--- config.mk ---
export PLATFORM = sky130hd
export DESIGN_NAME = lcd_frame_pad
export DESIGN_NICKNAME = d
export VERILOG_FILES = /design/src/rtl/lcd_pkg.sv /design/src/rtl/lcd_pos_cnt.sv /design/src/rtl/lcd_frame_pad.sv
export SDC_FILE = /design/constraint.sdc
export NUM_CORES = 1
export LEC_CHECK = 0
export ABC_AREA = 1
export CAP_MARGIN = 20
export CORE_MARGIN = 2
export CORE_UTILIZATION = 57
export DETAILED_ROUTE_END_ITERATION = 12
export PLACE_DENSITY = 0.85
export RECOVER_POWER = 100
export SETUP_SLACK_MARGIN = 0.5
export SLEW_MARGIN = 30
export SYNTH_ARGS = -nofsm -noshare
export SYNTH_HDL_FRONTEND = slang
export SYNTH_SLANG_ARGS = --single-unit
--- constraint.sdc ---
create_clock -name lcd_pclk -period 4.92 [get_ports lcd_pclk]
set_input_delay 0.984 -clock lcd_pclk [delete_from_list [all_inputs] [get_ports lcd_pclk]]
set_output_delay 0.984 -clock lcd_pclk [all_outputs]
set_load 0.005 [all_outputs]
--- src/rtl/lcd_pkg.sv ---
// Shared types and constants for the LCD frame padder: pixel format, geometry width,
// controller state encoding.
package lcd_pkg;

  localparam int DATA_W = 16;
  localparam int RES_W  = 11;
  localparam logic [DATA_W-1:0] BORDER_COLOR = 16'h0000;

  typedef enum logic [1:0] {
    IDLE   = 2'd0,
    ACTIVE = 2'd1,
    ERR    = 2'd2
  } lcd_state_e;

  // Leading margin when centring pix inside disp; an odd leftover goes to the trailing side.
  function automatic logic [RES_W-1:0] margin(input logic [RES_W-1:0] disp,
                                               input logic [RES_W-1:0] pix);
    logic [RES_W-1:0] diff;
    diff = disp - pix;
    return diff >> 1;
  endfunction

endpackage

--- src/rtl/lcd_pos_cnt.sv ---
// Raster position tracker: edge-detects lcd_vs/lcd_de and keeps the x/y pixel counters.
module lcd_pos_cnt
  import lcd_pkg::*;
(
  input  logic             lcd_pclk,
  input  logic             rst_n,
  input  logic             lcd_vs,
  input  logic             lcd_de,
  output logic             vs_rise,
  output logic             de_fall,
  output logic [RES_W-1:0] x_cnt,
  output logic [RES_W-1:0] y_cnt
);

  logic lcd_vs_d1;
  logic lcd_de_d1;

  assign vs_rise = lcd_vs & ~lcd_vs_d1;
  assign de_fall = ~lcd_de & lcd_de_d1;

  always_ff @(posedge lcd_pclk or negedge rst_n) begin
    if (!rst_n) begin
      lcd_vs_d1 <= 1'b0;
      lcd_de_d1 <= 1'b0;
      x_cnt     <= '0;
      y_cnt     <= '0;
    end else begin
      lcd_vs_d1 <= lcd_vs;
      lcd_de_d1 <= lcd_de;

      if (vs_rise || de_fall)
        x_cnt <= '0;
      else if (lcd_de)
        x_cnt <= x_cnt + RES_W'(1);

      if (vs_rise)
        y_cnt <= '0;
      else if (de_fall)
        y_cnt <= y_cnt + RES_W'(1);
    end
  end

endmodule

--- src/rtl/lcd_frame_pad.sv ---
// Centres a stored h_pixel x v_pixel frame from the DDR3 read FIFO inside the LCD active
// area, padding with BORDER_COLOR, and requests a read-address restart on every frame.
//
//   state  | meaning
//   IDLE   | after reset, waiting for the first frame sync; border only
//   ACTIVE | geometry valid; pop FIFO for pixels inside the window
//   ERR    | geometry invalid for this frame; border only, config_err high
module lcd_frame_pad #(
  parameter int                  DATA_W       = lcd_pkg::DATA_W,
  parameter logic [DATA_W-1:0]   BORDER_COLOR = lcd_pkg::BORDER_COLOR
) (
  input  logic                       lcd_pclk,
  input  logic                       rst_n,
  input  logic [lcd_pkg::RES_W-1:0]  h_disp,
  input  logic [lcd_pkg::RES_W-1:0]  v_disp,
  input  logic [lcd_pkg::RES_W-1:0]  h_pixel,
  input  logic [lcd_pkg::RES_W-1:0]  v_pixel,
  input  logic                       lcd_vs,
  input  logic                       lcd_de,
  input  logic                       rd_fifo_empty,
  input  logic [DATA_W-1:0]          rd_fifo_data,
  output logic                       rd_fifo_rd_en,
  output logic                       frame_start,
  output logic                       lcd_de_o,
  output logic                       lcd_vs_o,
  output logic [DATA_W-1:0]          lcd_data,
  output logic                       config_err,
  output logic [15:0]                underflow_cnt
);

  import lcd_pkg::RES_W;
  import lcd_pkg::lcd_state_e;
  import lcd_pkg::IDLE;
  import lcd_pkg::ACTIVE;
  import lcd_pkg::ERR;
  import lcd_pkg::margin;

  logic             vs_rise;
  logic             de_fall;
  logic [RES_W-1:0] x_cnt;
  logic [RES_W-1:0] y_cnt;

  lcd_pos_cnt u_pos_cnt (
    .lcd_pclk (lcd_pclk),
    .rst_n    (rst_n),
    .lcd_vs   (lcd_vs),
    .lcd_de   (lcd_de),
    .vs_rise  (vs_rise),
    .de_fall  (de_fall),
    .x_cnt    (x_cnt),
    .y_cnt    (y_cnt)
  );

  logic [RES_W-1:0] sh_h_disp, sh_v_disp, sh_h_pixel, sh_v_pixel;
  logic [RES_W-1:0] left, right, top, bottom;
  logic             geom_ok;
  logic             in_win;
  logic             underflow;
  lcd_state_e       state, state_nxt;

  logic de_s1, vs_s1, pop_s1, win_s1;

  // Validity is judged on the raw inputs so a wrapped subtraction can never look valid.
  assign geom_ok = (h_pixel <= h_disp) && (v_pixel <= v_disp) &&
                   (h_pixel != '0) && (v_pixel != '0);

  assign left   = margin(sh_h_disp, sh_h_pixel);
  assign right  = left + sh_h_pixel;
  assign top    = margin(sh_v_disp, sh_v_pixel);
  assign bottom = top + sh_v_pixel;

  assign in_win = (x_cnt >= left) && (x_cnt < right) &&
                  (y_cnt >= top)  && (y_cnt < bottom);

  always_ff @(posedge lcd_pclk or negedge rst_n) begin
    if (!rst_n) begin
      sh_h_disp  <= '0;
      sh_v_disp  <= '0;
      sh_h_pixel <= '0;
      sh_v_pixel <= '0;
    end else if (vs_rise) begin
      sh_h_disp  <= h_disp;
      sh_v_disp  <= v_disp;
      sh_h_pixel <= h_pixel;
      sh_v_pixel <= v_pixel;
    end
  end

  always_ff @(posedge lcd_pclk or negedge rst_n) begin
    if (!rst_n)
      state <= IDLE;
    else
      state <= state_nxt;
  end

  always_comb begin
    state_nxt     = state;
    rd_fifo_rd_en = 1'b0;
    underflow     = 1'b0;
    config_err    = 1'b0;
    case (state)
      IDLE: ;
      ACTIVE: begin
        rd_fifo_rd_en = lcd_de & in_win & ~rd_fifo_empty;
        underflow     = lcd_de & in_win & rd_fifo_empty;
      end
      ERR: config_err = 1'b1;
      default: state_nxt = IDLE;
    endcase
    // A frame sync restarts the frame from any state, including mid-frame.
    if (vs_rise)
      state_nxt = geom_ok ? ACTIVE : ERR;
  end

  always_ff @(posedge lcd_pclk or negedge rst_n) begin
    if (!rst_n) begin
      frame_start   <= 1'b0;
      underflow_cnt <= '0;
    end else begin
      frame_start <= vs_rise;
      if (underflow && (underflow_cnt != 16'hFFFF))
        underflow_cnt <= underflow_cnt + 16'd1;
    end
  end

  // FIFO data arrives one cycle after the pop, so it is captured at stage 2.
  always_ff @(posedge lcd_pclk or negedge rst_n) begin
    if (!rst_n) begin
      de_s1    <= 1'b0;
      vs_s1    <= 1'b0;
      pop_s1   <= 1'b0;
      win_s1   <= 1'b0;
      lcd_de_o <= 1'b0;
      lcd_vs_o <= 1'b0;
      lcd_data <= BORDER_COLOR;
    end else begin
      de_s1    <= lcd_de;
      vs_s1    <= lcd_vs;
      pop_s1   <= rd_fifo_rd_en;
      win_s1   <= (state == ACTIVE) & in_win;
      lcd_de_o <= de_s1;
      lcd_vs_o <= vs_s1;
      lcd_data <= (pop_s1 && win_s1) ? rd_fifo_data : BORDER_COLOR;
    end
  end

endmodule

Yosys cells after proc, flatten, opt, wreduce, memory -nomap -nowiden
Cells that the tools add are included.
{"block": "word_totals", "latchBits": 0, "memories": 0, "ram_bits": 0, "mem_bits_ro": 0, "ff_bits": 107}
{"block": "classes", "n_div": 0, "order_cmp": 6, "n_shift": 0, "mul": 0, "bitwise": 9, "addsub": 7, "eq_ne": 4, "mux": 11, "n_reduce_logical": 15}
{"operator": "$mux W11", "n": 4}
{"operator": "$add A10 B11 Y11", "n": 2}
{"operator": "$add A11 B1 Y11 const B", "n": 2}
{"operator": "$ge A11 B10 Y1", "n": 2}
{"operator": "$le A11 B11 Y1", "n": 2}
{"operator": "$lt A11 B11 Y1", "n": 2}
{"operator": "$reduce_bool A11 Y1", "n": 2}
{"operator": "$sub A11 B11 Y11", "n": 2}
{"operator": "$add A16 B1 Y16 const B", "n": 1}
{"operator": "$mux W16", "n": 1}
{"operator": "$ne A16 B16 Y1 const B", "n": 1}
{"operator": "$logic_and A1 B1 Y1", "n": 8}
{"operator": "$and A1 B1 Y1", "n": 6}
{"operator": "$mux W2", "n": 3}
{"operator": "$reduce_bool A2 Y1", "n": 2}
{"operator": "$mux W1", "n": 3}
{"operator": "$not A1 Y1", "n": 3}
{"operator": "$reduce_or A3 Y1", "n": 1}
{"operator": "$eq A2 B1 Y1 const B", "n": 1}
{"operator": "$eq A2 B2 Y1 const B", "n": 1}
{"operator": "$logic_not A2 Y1", "n": 1}
{"operator": "$ne A2 B1 Y1 const B", "n": 1}
{"operator": "$logic_or A1 B1 Y1", "n": 1}

Depth between registers and ports, before layout
Gate-level depths: netlist of run 1.
{"block": "logic_depth", "ltp_word": 10, "depth_mapped": 31}

Cells and area by module
A second synthesis of run 1 with hierarchy kept.
{"block": "unflattened", "hier_cells": 1092, "area_unflattened_um2": 8146.6}
{"mod": "lcd_frame_pad", "area_each_um2": 6871.6, "cells_each": 918, "instances": 1}
{"mod": "lcd_pos_cnt", "area_each_um2": 1275.0, "cells_each": 174, "instances": 1}

Least setup slack after synthesis of run 1
No wires, ideal clock.
{"block": "synth_timing", "path_type": "register -> output", "start": "register sh_v_pixel[1]", "end": "output rd_fifo_rd_en", "required_time_ps": 3936, "path_slack_ps": 405, "path_stages_with_launch": 25, "t_arrival_ps": 3531, "path_buffers": 0, "cell_sequence": "dfrtp_1 inv_1 ha_1 nand2_1 o21ai_1 nand4_1 nand2_1 a31oi_1 xor2_1 ha_1 inv_1 nor3_1 nand3_1 nand4_1 xnor2_1 ha_1 nand2_1 inv_1 nor2_1 nand2_1 nor2_1 nand3_1 nor2_1 nand3_1 nor4_1"}
{"block": "synth_between", "elab_chain_cells": 7, "elab_cells_between_ends": 9, "cone_classes": "add/sub (2); order compare (2); mux (1); bitwise (2); reduce/logical (2)"}
{"item": "start: declaration", "line_no": "lcd_frame_pad.sv:54", "text": "logic [RES_W-1:0] sh_h_disp, sh_v_disp, sh_h_pixel, sh_v_pixel;"}
{"item": "start signal: assignment", "line_no": "lcd_frame_pad.sv:85", "text": "sh_v_pixel <= v_pixel;"}
{"item": "$sub A11 B11 Y11", "line_no": "lcd_pkg.sv:19", "text": "diff = disp - pix;"}
{"item": "$add A10 B11 Y11 / $ge A11 B10 Y1 (equally long branches)", "line_no": "lcd_frame_pad.sv:70, lcd_frame_pad.sv:73"}
{"item": "$lt A11 B11 Y1 / $logic_and A1 B1 Y1 (equally long branches)", "line_no": "lcd_frame_pad.sv:73, lcd_frame_pad.sv:72"}
{"item": "$logic_and A1 B1 Y1 *", "line_no": "lcd_frame_pad.sv:73", "text": "(y_cnt >= top) && (y_cnt < bottom);"}
{"item": "$and A1 B1 Y1 * (2 in a row)", "line_no": "lcd_frame_pad.sv:104", "text": "rd_fifo_rd_en = lcd_de & in_win & ~rd_fifo_empty;"}
{"item": "$mux W1 *", "line_no": "lcd_frame_pad.sv:101", "text": "case (state)"}
{"item": "end: declaration", "line_no": "lcd_frame_pad.sv:22", "text": "output logic rd_fifo_rd_en,"}
Mark *: on every way between the ends. The rest lies on a longest branch, timed or not.

Worst setup path after layout of run 1
{"block": "layout_timing", "start": "register sh_v_pixel[5]", "end": "output rd_fifo_rd_en"}
The elaborated chain is that of the path after synthesis.

==> flow_metrics.py, run 1 <==
metrics = {
    "sta": {
        "slew-limit-headroom": -0.640,
        "final_hold_viol_count": 0,
        "rsz0062_at_grt": "yes",
        "clock.fmax_mhz": 183,
        "report.final.slew_viol_count": 139,
        "skew_ns": 0.00602,
        "tightest_slew_ns": 2.46,
        "period_needed_ns": 5.46,
        "setup_slack_ns": -0.539,
        "period_share": 1.11,
        "setup_viol": 18,
    },
    "drt": {
        "vias_per_cell": 5.78,
        "wl_per_cell_um": 17.1,
        "drtIter0Drc": 872,
        "postRouteAntennaNets": 0,
        "dr.pass1.iters": 6,
        "vias": 8593,
        "route.detailed.drc": 0,
        "wirelength_um": 25400,
    },
    "power": {
        "powerDensity_nw_per_um2": 402,
        "p_leak_nw": 5.84,
        "combPwrFrac": 0.592,
        "power.switching_mw": 1.79,
        "netSwitchingFraction": 0.398,
        "p_total_mw": 4.51,
        "p_seq_frac": 0.220,
        "clockPowerShare": 0.188,
        "internal_power_mw": 2.71,
        "vdd_drop_max_uv": 210,
    },
    "die": {
        "start_util": 0.580,
        "chipHeight_um": 123,
        "rows": 43,
        "ioPinCount": 102,
        "die_area_um2": 15000,
        "core_area_um2": 13800,
        "die_x_um": 123,
    },
    "critical_path": {
        "arrival_ns": 4.47,
        "cp_max_fo": 4,
        "crit_required_ns": 3.94,
        "start_kind": "flop",
        "r2r_cells": 35,
        "crit_type": "flop to primary output",
        "endpoint_kind": "primary output",
    },
    "synth": {
        "ys_seq_elements": 107,
        "synth.largest_area_cell": "dfrtp_1",
        "synthSimpleGateAreaFrac": 0.246,
        "synth-xor-area-share": 0.0578,
        "synth_adder_area_share": 0.172,
        "synth.area.top_cells": "dfrtp_1 (33%), ha_1 (16%), nand2_1 (11%), inv_1 (7.2%), xor2_1 (4.0%)",
        "synth_top_family_by_area": "simple AND/OR/NAND/NOR gates",
        "yosysTopAreaCellShare": 0.334,
        "synth_area_um2": 8030,
        "synth_cell_types": 45,
        "avgSynthCellArea_um2": 7.65,
        "synth_seq_area_share": 0.334,
        "netlist_instances": 1049,
        "muxShareOfSynthArea": 0,
        "syn_nets": 1222,
        "synth_compound_area_frac": 0.101,
        "ys_warn_count": 0,
    },
    "layout": {
        "antennaDiodeCount": 0,
        "fillers": 784,
        "stdcell_area_um2": 11200,
        "drive_above_1_share": 0.201,
        "area_growth_pct": 39.9,
        "nNetsFinal": 1475,
    },
    "grt": {
        "met3_usage": 0.0516,
        "grt_pass1_vias": 8255,
        "grt_start_max_net_pins": 82,
        "grt-busiest-layer": "met2",
        "use_met2": 0.564,
        "grt_pass1_wl_um": 38100,
        "overflow": 0,
        "antenna_found_initial": 0,
        "grt_usage": 0.320,
        "grt_use_met1": 0.376,
    },
    "clocking": {
        "clk_pin_slew_ns": 0.07,
        "cts_tree": "built",
        "numClockSinks": 107,
        "cts_root_buffer": "clkbuf_16",
        "cts_hold_buf": 0,
        "clock_path_buffers": 2,
        "htree_levels": 3,
        "cts_buffers": 9,
        "clk_latency_ns": 0.36,
    },
    "run": {
        "drv_cap": 2,
    },
    "outcome": {
        "run_status": "finished with violations",
        "violations": "capacitance limit, slew limit, setup timing",
    },
    "place": {
        "place_hpwl_um": 14900,
        "dpl_cell_area_um2": 10300,
        "numPortBuffers": 101,
        "gp_congestion": 0.930,
    },
    "worst_hold_path": {
        "holdPathStages": 0,
        "hold_path.class": "flop to flop",
    },
}
==> registers in the layout, summed over array words and instances (netlist names) <==
signal and flops:
lcd_data 16, frame_start 1, sh_h_pixel 11, sh_v_disp 11, sh_h_disp 11, state 2
pop_s1 1, lcd_de_o 1, u_pos_cnt.y_cnt 11, sh_v_pixel 11, u_pos_cnt.x_cnt 11, lcd_vs_o 1
u_pos_cnt.lcd_de_d1 1, underflow_cnt 16, u_pos_cnt.lcd_vs_d1 1, win_s1 1
==> timing repair <==
item,CTS,global route
setup endpoints to repair,7,18
pin swaps,32,10
resized for setup,43,24
cloned,0,3
buffers inserted,11,15
==> worst paths after layout <==
path                                                    start                            to  slack, ns
worst max-delay path                sh_v_pixel[5]$_DFFE_PN0P_                 rd_fifo_rd_en      -0.54
min in group asynchronous                               rst_n         lcd_data[0]$_DFF_PN0_       1.17
worst min register to register  u_pos_cnt.lcd_vs_d1$_DFF_PN0_            lcd_vs_o$_DFF_PN0_       0.44
max in group asynchronous                               rst_n        lcd_data[14]$_DFF_PN0_       1.61
worst max register to register      sh_v_pixel[5]$_DFFE_PN0P_  underflow_cnt[5]$_DFFE_PN0P_      -0.50
worst min-delay path            u_pos_cnt.lcd_vs_d1$_DFF_PN0_            lcd_vs_o$_DFF_PN0_       0.44
==> per-stage QoR <==
step	setup slack, ns	utilization	hold slack, ns	instances	TNS [ns]
after floorplan	0.482	-	0.354	1049	0
after global placement	-0.306	0.745	0.422	1442	-0.306
after detailed placement	-0.370	0.745	0.426	1442	-0.370
after CTS	-0.165	0.791	0.444	1469	-0.165
after global routing	-0.798	0.812	0.452	1487	-12.91
final	-0.539	0.812	0.442	1487	-8.13
==> layout by cell type (no fill, tap or decap), types with 4 or more instances in the layout <==
cell | synthesis | layout
nand3_1 | 44 | 43
inv_1 | 155 | 147
o21ai_0 | 56 | 54
nand4_1 | 36 | 36
o31ai_1 | 4 | 4
xor2_1 | 37 | 34
ha_4 | 0 | 16
dlygate4sd3_1 | 0 | 54
xnor2_1 | 16 | 15
dfrtp_1 | 107 | 107
nor3_4 | 1 | 5
a21oi_2 | 0 | 9
ha_1 | 104 | 88
a21oi_1 | 61 | 51
nor3_2 | 3 | 8
nand2_2 | 1 | 9
o21bai_1 | 8 | 8
nor2_1 | 77 | 73
nor2_2 | 1 | 4
nor3_1 | 21 | 12
nand2_1 | 242 | 233
clkbuf_16 | 0 | 11
o21ai_1 | 7 | 7
buf_4 | 0 | 141
clkdlybuf4s50_1 | 0 | 45
inv_2 | 11 | 18
buf_6 | 2 | 9
nor4_1 | 8 | 7
==> area by class of cell <==
type / instances / area (um2) / area share
Tap cell: 180 / 225 / 0.0201
Sequential cell: 107 / 2680 / 0.239
Multi-Input combinational cell: 757 / 5090 / 0.454
Timing Repair Buffer: 257 / 2240 / 0.200
Inverter: 170 / 643 / 0.0573
Clock buffer: 10 / 229 / 0.0204
Clock inverter: 6 / 113 / 0.0100
==> power by group through the flow <==
stage	logic, mW	clock network [mW]	registers [mW]
global placement	2.17	0	0.993
CTS	2.44	0.842	0.984
finish	2.67	0.847	0.993
global route	2.90	0.880	0.997
detailed placement	2.25	0	0.997
floorplan	1.33	0	0.988
==> cells in the mapped netlist (all sizes together) <==
library cell,instances
nand2,244
inv,166
dfrtp,107
ha,104
nor2,80
o21ai,63
a21oi,61
nand3,46
nand4,38
xor2,37
nor3,25
xnor2,16
clkbuf,11
nor4,8
o21bai,8
buf,5
a31oi,4
clkinv,4
fa,4
o31ai,4
a211oi,3
nand3b,2
a21o,1
a221oi,1
a22o,1
and3,1
o2111ai,1
o211ai,1
o21a,1
o22ai,1
or2,1
==> worst max-delay path: stages, from the launching register on <==
cell and delay, ns:
dfrtp_1 0.39, inv_1 0.11, ha_4 0.30, inv_1 0.10, nor3_4 0.28, nand3_1 0.12, nand4_1 0.18, xnor2_2 0.14
inv_1 0.07, ha_1 0.35, inv_1 0.10, nor3_4 0.23, nand3_1 0.14, nand4_1 0.14, xnor2_1 0.15, ha_1 0.28
buf_4 0.15, nand2_1 0.07, a21oi_1 0.04, nor2_1 0.10, nand3_1 0.09, nor2_2 0.10, nand3_2 0.11, nor4_4 0.20
buf_2 0.17
==> cells by family after synthesis <==
logic type,Yosys count
AND/OR/NAND/NOR,445
buffers and inverters,186
AO/OA/AOI/OAI,150
adder cells (fa/ha/maj),108
flip-flops,107
XOR/XNOR,53
==> per-layer routing <==
layer / up-vias / routed length [um]
met5: - / 0
met4: 0 / 1160
li1: 3963 / -
met1: 3989 / 9730
met2: 516 / 12500
met3: 125 / 1960
(Power assumes the default switching activity.)
==> run 2, diff against run 1 <==
CORE_ASPECT_RATIO = 0.7   (was unset)
CTS_CLUSTER_SIZE = 25   (was unset)
==> flow_metrics.py, run 2 (synthesized netlist as in run 1, its figures left out) <==
metrics = {
    "critical_path": {
        "worst-path-buf-inv": 4,
        "cpMostUsedCell": "nand2_2",
        "slowest_stage": "dfrtp_1",
        "cpPeakStageDelay_ns": 0.44,
        "endpoint_kind": "primary output",
        "cp_max_fo": 4,
        "crit_required_ns": 3.94,
        "cp_top_family": "simple AND/OR/NAND/NOR gates",
        "start_kind": "flop",
        "crit_type": "flop to primary output",
        "arrival_ns": 4.52,
    },
    "drt": {
        "met1_length_um": 10300,
        "highest_layer": "met4",
        "drtIter0Drc": 756,
        "dr.pass1.iters": 6,
        "met2_length_um": 12100,
        "route.met3.wl_um": 2040,
        "wl_per_cell_um": 16.8,
        "vias": 8513,
        "postRouteAntennaNets": 0,
        "wirelength_um": 25300,
        "route.detailed.drc": 0,
        "vias_per_cell": 5.65,
    },
    "power": {
        "powerDensity_nw_per_um2": 402,
        "clockPowerShare": 0.177,
        "vdd_drop_max_uv": 215,
        "netSwitchingFraction": 0.404,
        "internal_power_mw": 2.71,
        "combPwrFrac": 0.605,
        "power.switching_mw": 1.84,
        "p_leak_nw": 5.81,
        "p_seq_frac": 0.219,
    },
    "sta": {
        "setup_slack_ns": -0.589,
        "report.final.slew_viol_count": 84,
        "rsz0062_at_grt": "yes",
        "setup_viol": 18,
        "skew_ns": 0.00968,
        "clock.fmax_mhz": 182,
        "period_needed_ns": 5.51,
        "period_share": 1.12,
        "whs_ns": 0.437,
        "final_hold_viol_count": 0,
        "tightest_slew_ns": 2.04,
        "slew-limit-headroom": -0.361,
    },
    "grt": {
        "overflow": 0,
        "grt_pass1_vias": 8001,
        "grt_usage": 0.317,
        "grt_start_max_net_pins": 84,
        "antenna_found_initial": 0,
        "grt_pass1_wl_um": 38400,
    },
    "layout": {
        "largestRegisters": "lcd_data x16, underflow_cnt x16",
        "final_common_cell": "nand2_1",
        "drive_above_1_share": 0.217,
        "layout_common_cells": "nand2_1 (230), buf_4 (154), inv_1 (140)",
        "area_growth_pct": 40.9,
        "antennaDiodeCount": 0,
        "stdcell_area_um2": 11300,
        "nNetsFinal": 1484,
    },
    "clocking": {
        "clk_latency_ns": 0.37,
        "cts_buffers": 9,
        "clk_pin_slew_ns": 0.08,
        "numClockSinks": 107,
        "cts_tree": "built",
        "cts_root_buffer": "clkbuf_16",
        "clock_path_buffers": 2,
        "htree_levels": 3,
        "cts_hold_buf": 0,
    },
    "die": {
        "die_area_um2": 15100,
        "chipHeight_um": 103,
        "core_area_um2": 13800,
        "start_util": 0.580,
        "rows": 36,
        "ioPinCount": 102,
        "die_x_um": 146,
    },
    "run": {
        "drv_cap": 1,
    },
    "place": {
        "place_hpwl_um": 15800,
        "dpl_cell_area_um2": 10300,
        "numPortBuffers": 101,
        "gp_congestion": 0.906,
    },
    "worst_hold_path": {
        "hold_path.class": "flop to flop",
    },
    "outcome": {
        "violations": "capacitance limit, slew limit, setup timing",
        "run_status": "finished with violations",
    },
}
-- run 2: changes by cell type in the layout (fill, tap and decap cells not counted), sizes merged --
cell	previous run	this run
bufinv	3	2
nand4	39	38
dlygate4sd3	54	33
clkbuf	16	13
inv	166	168
clkdlybuf4s50	45	66
clkinv	6	5
buf	152	165
-- run 2: repair_timing --
| action | in CTS | in global routing |
|---|---|---|
| setup buffers | 18 | 17 |
| cloned | 0 | 2 |
| endpoints found under the setup margin | 1 | 18 |
| resized for setup | 44 | 37 |
| pin swaps | 49 | 13 |
-- run 2: layer usage --
layer / vias up / GRT usage
met2: 487 / 0.556
met4: 0 / 0.103
met3: 78 / 0.0553
met1: 3979 / 0.408
met5: - / 0
li1: 3969 / -
-- run 2: worst reg2reg max path: cells and delay by family (launching register included) --
family / cells / cell delay, ns
flops: 1 / 0.44
xor+xnor: 2 / 0.40
compound gates: 1 / 0.17
buf+inv: 13 / 1.48
simple gates: 17 / 1.84
fa+ha+maj: 3 / 1.03
-- run 2: final timing paths --
check                                              startpoint                            end  slack (ns)  cells after the start
max in group asynchronous                               rst_n             lcd_vs_o$_DFF_PN0_        2.47                      2
worst max-delay path                 sh_v_disp[2]$_DFFE_PN0P_                  rd_fifo_rd_en       -0.59                     25
min in group asynchronous                               rst_n  underflow_cnt[15]$_DFFE_PN0P_        1.18                      1
worst min-delay path            u_pos_cnt.lcd_vs_d1$_DFF_PN0_             lcd_vs_o$_DFF_PN0_        0.44                      0
worst min register to register  u_pos_cnt.lcd_vs_d1$_DFF_PN0_             lcd_vs_o$_DFF_PN0_        0.44                      0
worst max register to register       sh_v_disp[2]$_DFFE_PN0P_   underflow_cnt[1]$_DFFE_PN0P_       -0.53                     36
-- run 2: power by group through the flow --
stage	combinational, mW	clock (mW)	sequential (mW)
floorplan	1.33	0	0.988
global placement	2.18	0	0.995
detailed placement	2.27	0	0.999
CTS	2.46	0.805	0.987
global route	2.98	0.842	0.998
finish	2.75	0.803	0.994
-- run 2: layout make-up --
| type | count | area (um2) |
|---|---|---|
| fill | 823 | 2520 |
| clock inverter | 6 | 96.3 |
| clock buffer | 10 | 229 |
| inverter | 170 | 639 |
| sequential | 107 | 2680 |
| multi-input combinational | 756 | 5100 |
| tap | 190 | 238 |
| timing repair buffer | 267 | 2330 |
-- run 2: through the flow --
stage | setup TNS (ns) | cells | setup WS (ns) | util | total power, mW
after floorplan | 0 | 1049 | 0.482 | - | 2.32
after global placement | -0.251 | 1453 | -0.251 | 0.746 | 3.17
after detailed placement | -0.373 | 1453 | -0.373 | 0.746 | 3.27
after CTS | -0.143 | 1487 | -0.143 | 0.795 | 4.25
after global routing | -12.33 | 1506 | -0.829 | 0.818 | 4.82
final | -8.16 | 1506 | -0.589 | 0.818 | 4.54
